## src/rtl/beat_detector_multi.sv

```systemverilog
// Multi-channel beat detector: grades absolute sample-to-sample deltas and emits beat pulses with hold-off.
// Optional beat counter output enabled by defining BEAT_DETECTOR_COUNT_EN.
module beat_detector_multi #(
  parameter int NUM_CH      = 3,
  parameter int DATA_W      = 16,
  parameter int LVL1        = 3000,
  parameter int LVL2        = 4500,
  parameter int LVL3        = 6500,
  parameter int HOLDOFF_CYC = 1000
) (
  input  logic                     clk,
  input  logic                     rst,
  input  logic                     sample_valid,
  input  logic [NUM_CH*DATA_W-1:0] sample_data,
  output logic                     beat_en,
  output logic [1:0]               beat_intensity,
  output logic [NUM_CH-1:0]        beat_ch,
  output logic                     holdoff
`ifdef BEAT_DETECTOR_COUNT_EN
  ,
  output logic [15:0]              beat_count
`endif
);

  localparam int CNT_W = (HOLDOFF_CYC > 1) ? $clog2(HOLDOFF_CYC) : 1;
  localparam logic [DATA_W:0] THR1 = (DATA_W+1)'(LVL1);
  localparam logic [DATA_W:0] THR2 = (DATA_W+1)'(LVL2);
  localparam logic [DATA_W:0] THR3 = (DATA_W+1)'(LVL3);

  typedef enum logic [1:0] {
    S_PRIME,
    S_ARMED,
    S_HOLDOFF
  } state_t;

  state_t              state;
  logic [CNT_W-1:0]    hold_cnt;

  logic [DATA_W-1:0]   prev_q  [NUM_CH];
  logic [DATA_W:0]     delta_q [NUM_CH];
  logic                d_valid;

  logic [DATA_W:0]     cur_x   [NUM_CH];
  logic [DATA_W:0]     prev_x  [NUM_CH];
  logic [DATA_W:0]     diff    [NUM_CH];
  logic [DATA_W:0]     mag     [NUM_CH];
  logic [1:0]          lvl     [NUM_CH];
  logic [1:0]          lvl_max;
  logic [NUM_CH-1:0]   lvl_mask;
  logic                beat_fire;

  // Sign-extend by one bit so the full-scale swing cannot wrap before taking the magnitude.
  always_comb begin
    for (int i = 0; i < NUM_CH; i++) begin
      cur_x[i]  = {sample_data[i*DATA_W+DATA_W-1], sample_data[i*DATA_W +: DATA_W]};
      prev_x[i] = {prev_q[i][DATA_W-1], prev_q[i]};
      diff[i]   = cur_x[i] - prev_x[i];
      mag[i]    = diff[i][DATA_W] ? (~diff[i] + 1'b1) : diff[i];
    end
  end

  always_ff @(posedge clk or negedge rst) begin
    if (!rst) begin
      for (int i = 0; i < NUM_CH; i++) begin
        prev_q[i]  <= '0;
        delta_q[i] <= '0;
      end
      d_valid <= 1'b0;
    end else begin
      if (sample_valid) begin
        for (int i = 0; i < NUM_CH; i++) begin
          prev_q[i]  <= sample_data[i*DATA_W +: DATA_W];
          delta_q[i] <= mag[i];
        end
      end
      d_valid <= sample_valid && (state != S_PRIME);
    end
  end

  // Strict comparisons: a delta equal to a threshold lands in the lower level.
  always_comb begin
    lvl_max  = 2'd0;
    lvl_mask = '0;
    for (int i = 0; i < NUM_CH; i++) begin
      if (delta_q[i] > THR3)      lvl[i] = 2'd3;
      else if (delta_q[i] > THR2) lvl[i] = 2'd2;
      else if (delta_q[i] > THR1) lvl[i] = 2'd1;
      else                        lvl[i] = 2'd0;
      lvl_mask[i] = (lvl[i] != 2'd0);
      if (lvl[i] > lvl_max) lvl_max = lvl[i];
    end
  end

  assign beat_fire = d_valid && (lvl_max != 2'd0) && (state == S_ARMED);

  always_ff @(posedge clk or negedge rst) begin
    if (!rst) begin
      state          <= S_PRIME;
      hold_cnt       <= '0;
      holdoff        <= 1'b0;
      beat_en        <= 1'b0;
      beat_intensity <= 2'd0;
      beat_ch        <= '0;
`ifdef BEAT_DETECTOR_COUNT_EN
      beat_count     <= 16'd0;
`endif
    end else begin
      beat_en <= beat_fire;
      if (beat_fire) begin
        beat_intensity <= lvl_max;
        beat_ch        <= lvl_mask;
`ifdef BEAT_DETECTOR_COUNT_EN
        if (beat_count != 16'hFFFF) beat_count <= beat_count + 16'd1;
`endif
      end
      case (state)
        S_PRIME: begin
          if (sample_valid) state <= S_ARMED;
        end
        S_ARMED: begin
          if (beat_fire && (HOLDOFF_CYC > 0)) begin
            state    <= S_HOLDOFF;
            hold_cnt <= CNT_W'(HOLDOFF_CYC - 1);
            holdoff  <= 1'b1;
          end
        end
        S_HOLDOFF: begin
          // Deltas evaluated while here, including the terminal-count cycle, are dropped.
          if (hold_cnt == '0) begin
            state   <= S_ARMED;
            holdoff <= 1'b0;
          end else begin
            hold_cnt <= hold_cnt - 1'b1;
          end
        end
        default: state <= S_PRIME;
      endcase
    end
  end

endmodule

```

## config.mk

```make
export PLATFORM = sky130hd
export DESIGN_NAME = beat_detector_multi
export DESIGN_NICKNAME = d
export VERILOG_FILES = /design/src/rtl/beat_detector_multi.sv
export SDC_FILE = /design/constraint.sdc
export NUM_CORES = 1
export LEC_CHECK = 0
export CAP_MARGIN = 40
export CELL_PAD_IN_SITES_DETAIL_PLACEMENT = 2
export CELL_PAD_IN_SITES_GLOBAL_PLACEMENT = 2
export CORE_UTILIZATION = 43
export CTS_CLUSTER_SIZE = 24
export DETAILED_ROUTE_END_ITERATION = 12
export DONT_BUFFER_PORTS = 1
export PLACE_DENSITY_LB_ADDON = 0.1
export SLEW_MARGIN = 20
export SYNTH_ARGS = -nofsm -noshare
export SYNTH_HDL_FRONTEND = slang
export SYNTH_SLANG_ARGS = --single-unit
```

## constraint.sdc

```tcl
create_clock -name clk -period 8.2 [get_ports clk]
set_clock_uncertainty 0.05 [all_clocks]
set_input_delay 1.64 -clock clk [delete_from_list [all_inputs] [get_ports clk]]
set_output_delay 1.64 -clock clk [all_outputs]
set_load 0.1 [all_outputs]
```

==> results.md, run 1 <==
* Run status: complete, no violations
* Time the final worst path needs with I/O delays and setup at 4.68 ns
* DRC violation count after routing at 0
* Hold_buf cts at 0
* WP data required at 8.47 ns
* Share of synthesized registers carrying an async set or reset at 100%
* Worst-path maximum fanout at 6
* 1st-iter DRT viols at 312
* Endpoint kind of the worst setup timing path: register
* Pin slew with the least headroom to its limit at 0.895 ns
* Hold path start: delta_q[33]
* Post-CTS setup buffer count at 0
* First element of the critical path: delta_q[49]
* Timing-limited maximum frequency at 214 MHz
* Maximum buffer depth of the clock tree at 2
* Top library cells by usage in the layout, fill and taps aside: dfrtp_1, nand2_1, nor2_1, o21ai_0, a21oi_1
* Dpl ws at roughly 3.3 ns
* Most used flip-flop cell after synthesis: dfrtp_1
* Core occupancy in the finished layout at 48.7%
* Die Wd at 149 um
* Count of standard-cell rows at 53
* Cts bufs inserted at 17
* Net switching power at around 1.2 mW
* Cell taking the most area after synthesis: dfrtp_1
* Initial core utilization at between 40 and 50%
* Fraction of power spent switching nets at between 40% and 50%
* Share of post-route cells with drive strength above 1 at ~8.1%
* Post-Place Cells at 1349
* Detailed-routing iteration count for the pre-antenna-repair pass at 4
* CTS tree: done
* CTS Sinks at ~120
* Nature of the critical path startpoint: register
* Via count at 8342
* Slew Viols, Final at 0
* Synth Area per Inst at 8.39 um^2
* RD Place Congestion at 0.779
* Number of fillers in the final layout at 2325
* Setup TNS Final at 0 ns
* Number of global-route vias before repair at slightly above 9000
* Signed area change from the synthesized netlist to the final layout at 11.1%
* Total of cells resized after clock tree synthesis at 0
* Flip-flop and latch count after synthesis at 119
* Top cells by area, synth: dfrtp_1, ha_1, o21ai_0
* # IOs at 58
* Via-to-Cell Ratio at 6.02
* Total die area at 22100 um^2
* Initial antenna violation count at 0
* Unrepaired setup endpoints after global routing: false
* Clock group share of total power at about 29%
* Final global-route overflow total at 0
* Seq/Total Area, Yosys at 32.2%
* Number of synthesized flops with an enable pin at 0
* Worst path setup slack after routing at approximately 3.5 ns
* Library cells used by synthesis at 86
* Antenna diodes at 0
* Global routing usage summed across all routing layers at a little over a quarter
* Final Net Count at 1210
* Clock-pin slew on the worst setup and hold paths at approximately 0.060 ns
* Maximum ir drop on the vdd rail at 0.117 mV
* Pin count of the biggest net entering global routing at about 180
* Routed len/inst at approximately 20 um
* Hold violation count in the final report at 0
* Final ANT Viol Nets at 0
* Fraction of post-synthesis cell area in the top cell type by area at between 30% and 40%
* Number of synthesis warnings at 0
* Root buffer cell: clkbuf_16
* Area of the mapped netlist at approximately 9300 um^2
* Synth Instances at 1103
* Crit path DAT at 4.95 ns
* Buffers added on ports at 0
* Core Footprint at roughly 21000 um^2
* Power density cells at 281 nW/um^2
* Worst Hold Class: reg -> reg
* Synthesized netlist net count at 1215
* Final setup violation count at 0
* Total internal power at 1.70 mW
* Clock latency on the worst-skew pair at 0.44 ns
* DPL Wire Length at roughly 20000 um
* Proportion of power drawn by combinational gates at about two fifths
* Max-slew headroom at the worst pin at 40.3%
* Share of power burned in registers at 32.0%
* Ratio of final minimum period to clock period at 57.1%
* Final non-filler cell total at 1386
* First-pass GRT wire length at 47300 um
* Max-cap violations at 0
* Worst setup path category: reg -> reg
* Detailed-route wire length at about 28000 um
* Leak at 4.34 nW
* Most common cell after layout, fill and taps aside: dfrtp_1
* Deepest level of the CTS H-tree at 4
* Die height at between 100 and 150 um
* Startpoint of the lowest-slack register-to-register path: delta_q[49]
## power groups by stage
stage	clock network [mW]	registers (mW)	logic [mW]
after floorplan	0	0.925	0.768
after detailed placement	0	0.946	1.06
after global placement	0	0.969	0.919
after CTS	0.857	0.944	1.09
final	0.838	0.926	1.13
after global routing	0.877	0.950	1.24
## cells in the mapped netlist (12+ instances only)
cell type	n
xnor2_1	40
a21oi_1	82
ha_1	58
nor2b_1	17
a21o_1	19
nor4_1	12
and3_1	14
nor3_1	23
nor2_1	99
dfrtp_1	119
o21ai_0	88
inv_1	79
xor2_1	24
nand2_1	102
clkbuf_1	34
mux2_2	15
a31oi_1	15
nand3_1	36
or3_1	13
o31ai_1	12
## logic make-up (layout without fill, tap and decap cells)
logic type	Yosys count	count (layout)	synth area share, %
muxes	24	24	2.91
and+or+nand+nor	390	390	21.2
buffers and inverters	116	124	4.75
AOI/OAI and AO/OA	329	329	24.4
xor gates and xnor gates	64	64	6.06
DFF	119	119	32.2
adders and majority gates	61	61	8.49
## critical path, cell delays in order, from the launching register on
cell and delay [ns]:
dfrtp_1 0.40, nor4_1 0.71, nand4_1 0.23, nor4_1 0.32, a21oi_1 0.13, o22ai_1 0.25, ha_1 0.20, nor2_1 0.04
o22ai_1 0.15, inv_1 0.10, nor2_1 0.12, a21oi_1 0.06, ha_1 0.19, nor2_1 0.11, nor2_1 0.05, a21oi_1 0.33
nor2_1 0.09, nand4b_1 0.21, a31oi_4 0.17, nor2_4 0.30, mux2_4 0.33
## per-stage QoR
stage | area [um^2] | hold WS [ns] | power, mW
global placement | 9460 | 0.406 | 1.89
finish | 10300 | 0.453 | 2.89
CTS | 10200 | 0.458 | 2.89
detailed placement | 9590 | 0.439 | 2.01
floorplan | 9250 | 0.390 | 1.69
global route | 10300 | 0.485 | 3.06
## flip-flops by register name (all words and copies together) (netlist names)
signal and flops:
beat_ch 3, delta_q 51, beat_en 1, beat_intensity 2, holdoff 1, d_valid 1
prev_q 48, hold_cnt 10, state 2
## path summary, 6_finish.rpt
| kind | to | slack [ns] | depth (start not counted) |
|---|---|---|---|
| worst max-delay path | beat_ch[1] | 3.52 | 20 |
| worst min-delay path | delta_q[33] | 0.45 | 2 |
| worst max register to register | beat_ch[1] | 3.52 | 20 |
| worst min register to register | delta_q[33] | 0.45 | 2 |
| max in group asynchronous | prev_q[13] | 7.06 | 0 |
| min in group asynchronous | hold_cnt[5] | 0.84 | 0 |
## layer usage
metal	share of wire, %	vias to the layer above	track usage [%]
met5	0	-	0
met4	1.4	0	6.96
met3	2.2	35	4.20
met2	52	96	49.3
met1	45	4218	32.1
li1	-	3993	-
## area by class of cell
class | count | area, um^2 | share of cell area (%)
clock buffer | 17 | 425 | 4.14
clock inverter | 15 | 214 | 2.08
inverter | 79 | 297 | 2.89
multi-input combinational | 868 | 5830 | 56.8
sequential | 119 | 2980 | 29.0
tap | 275 | 344 | 3.35
timing repair buffer | 13 | 184 | 1.79
No activity file was read; power rests on OpenSTA's default activity.
==> run 2: changes to the inputs <==
Settings changed: CORE_UTILIZATION 43 to 40.
Clock period 8.2 ns to 4.7 ns, I/O delays scaled along.
==> results.md, run 2 (synthesis results as in run 1) <==
* WP data required at 4.95 ns
* Flip-flop count of the largest register after layout at 51
* Core occupancy in the finished layout at ~46%
* Slew Viols, Final at 0
* Total die area at approximately 24000 um^2
* Initial core utilization at ~41%
* Endpoint kind of the worst setup timing path: register
* Final global-route overflow total at 0
* Max-cap violations at 0
* Maximum ir drop on the vdd rail at approximately 0.25 mV
* Time the final worst path needs with I/O delays and setup at 4.33 ns
* Initial antenna violation count at 0
* Pin count of the biggest net entering global routing at between 150 and 200
* First-pass GRT wire length at about 45000 um
* Hold violation count in the final report at 0
* Die Wd at between 150 and 200 um
* Worst r2r path cells at 21
* Number of global-route vias before repair at 9027
* DRC violation count after routing at 0
* Leak at roughly 4.4 nW
* Crit path max-delay cell type: dfrtp_1
* Worst path setup slack after routing at 0.370 ns
* Root buffer cell: clkbuf_16
* Placement-stage cell area at 9670 um^2
* Cell area after layout at 10300 um^2
* Count of standard-cell rows at 55
* Most common cell after layout, fill and taps aside: dfrtp_1
* Setup TNS Final at 0 ns
* Global routing usage summed across all routing layers at approximately a quarter
* Critical path's most frequent cell: nor2_1
* Maximum buffer depth of the clock tree at 2
* Worst setup path category: reg -> reg
* Final setup violation count at 0
* Share of post-route cells with drive strength above 1 at just under 9%
* Worst-path maximum fanout at 6
* Detailed-routing iteration count for the pre-antenna-repair pass at 6
* Startpoint of the lowest-slack register-to-register path: delta_q[24]
* Routed len/inst at 19.1 um
* Buffers plus inverters on the worst setup path at 3
* Cts bufs inserted at 17
* Power density cells at between 400 and 500 nW/um^2
* Post-CTS setup buffer count at 0
* Pin slew with the least headroom to its limit at 0.781 ns
* Deepest level of the CTS H-tree at 4
* Signed area change from the synthesized netlist to the final layout at 11.5%
* Cell-by-cell listing of the critical path: nand2_1 -> or3_1 -> o311ai_0 -> buf_4 -> a21boi_0 -> nor2_1 -> ha_1 -> inv_1 -> o22ai_1 -> inv_1 -> nor2_1 -> a21oi_1 -> ha_1 -> nor2_1 -> nor2_1 -> a21oi_2 -> nor2_1 -> nand4b_1 -> a31oi_4 -> nor2_4 -> mux2_4
* Unrepaired setup endpoints after global routing: false
* Final ANT Viol Nets at 0
* Detailed-route wire length at roughly 27000 um
* Worst Hold Class: in -> async
* Clock-pin slew on the worst setup and hold paths at 0.06 ns
* Post-Place Cells at 1365
* Buffers added on ports at 0
* Delay of the slowest cell on the worst path at 0.40 ns
* Nature of the critical path startpoint: register
* Reg2reg end: beat_ch[2]
* Die height at 154 um
* # IOs at a little under 60
* Timing-limited maximum frequency at around 230 MHz
* Max-slew headroom at the worst pin at 47.3%
* 1st-iter DRT viols at 340
* Final Net Count at 1216
* Via-to-Cell Ratio at 5.92
* Biggest regs: delta_q (51), prev_q (48), hold_cnt (10)
* CTS Sinks at between 100 and 150
* Dpl ws at approximately 0.37 ns
* DPL Wire Length at 18500 um
* RD Place Congestion at 0.775
* Final non-filler cell total at 1401
* Most flop-heavy register: delta_q
* Via count at between 8000 and 9000
* Run status: complete, no violations
* Ratio of final minimum period to clock period at 92.1%
* Crit path DAT at 4.58 ns
* Top library cells by usage in the layout, fill and taps aside: dfrtp_1, nand2_1, nor2_1, o21ai_0, a21oi_1
* Antenna diodes at 0
* Core Footprint at 22600 um^2
* Critical path's top delay family: simple AND/OR/NAND/NOR gates
* R2R Setup Slk at 0.37 ns
* CTS tree: done
* Clock latency on the worst-skew pair at roughly 0.42 ns
[run 2: stage by stage]
stage | power (mW) | hold slack [ns]
final | 4.90 | 0.169
after global placement | 3.33 | 0.404
after CTS | 4.91 | 0.150
after floorplan | 2.95 | 0.390
after global routing | 5.21 | 0.145
after detailed placement | 3.52 | 0.412
[run 2: worst max-delay path by stage]
stage / cells after the start / from / end / slack [ns]
after floorplan: 20 / delta_q[24] / beat_ch[1] / 0.97
after global placement: 20 / delta_q[20] / beat_ch[2] / 0.54
after detailed placement: 21 / delta_q[24] / beat_ch[1] / 0.37
after CTS: 21 / delta_q[24] / beat_ch[1] / 0.27
after global routing: 21 / delta_q[24] / beat_ch[1] / 0.09
final: 21 / delta_q[24] / beat_ch[2] / 0.37
[run 2: routing by layer]
metal,global-route usage [%],vias up,wire [um]
met2,41.5,83,13300
li1,-,4015,-
met5,0,-,0
met4,4.95,0,241
met1,29.9,4176,12600
met3,3.58,23,534
[run 2: timing repair]
item | CTS | global route
hold buffers | 0 | 0
endpoints found under the setup margin | 0 | 8
resized for setup | 0 | 1
hold endpoints to repair | 0 | 0
[run 2: cell type report]
type | instances | area (um^2)
clock buffer | 19 | 453
timing repair buffer | 19 | 264
sequential | 119 | 2980
fill | 2534 | 12300
clock inverter | 12 | 128
tap | 285 | 357
inverter | 79 | 297
multi-input combinational | 868 | 5840
[run 2: power by group]
| group | internal (mW) | leakage, nW | switching [mW] |
|---|---|---|---|
| Combinational | 0.839 | 2.69 | 1.19 |
| Clock | 0.804 | 0.289 | 0.503 |
| Sequential | 1.27 | 1.38 | 0.300 |
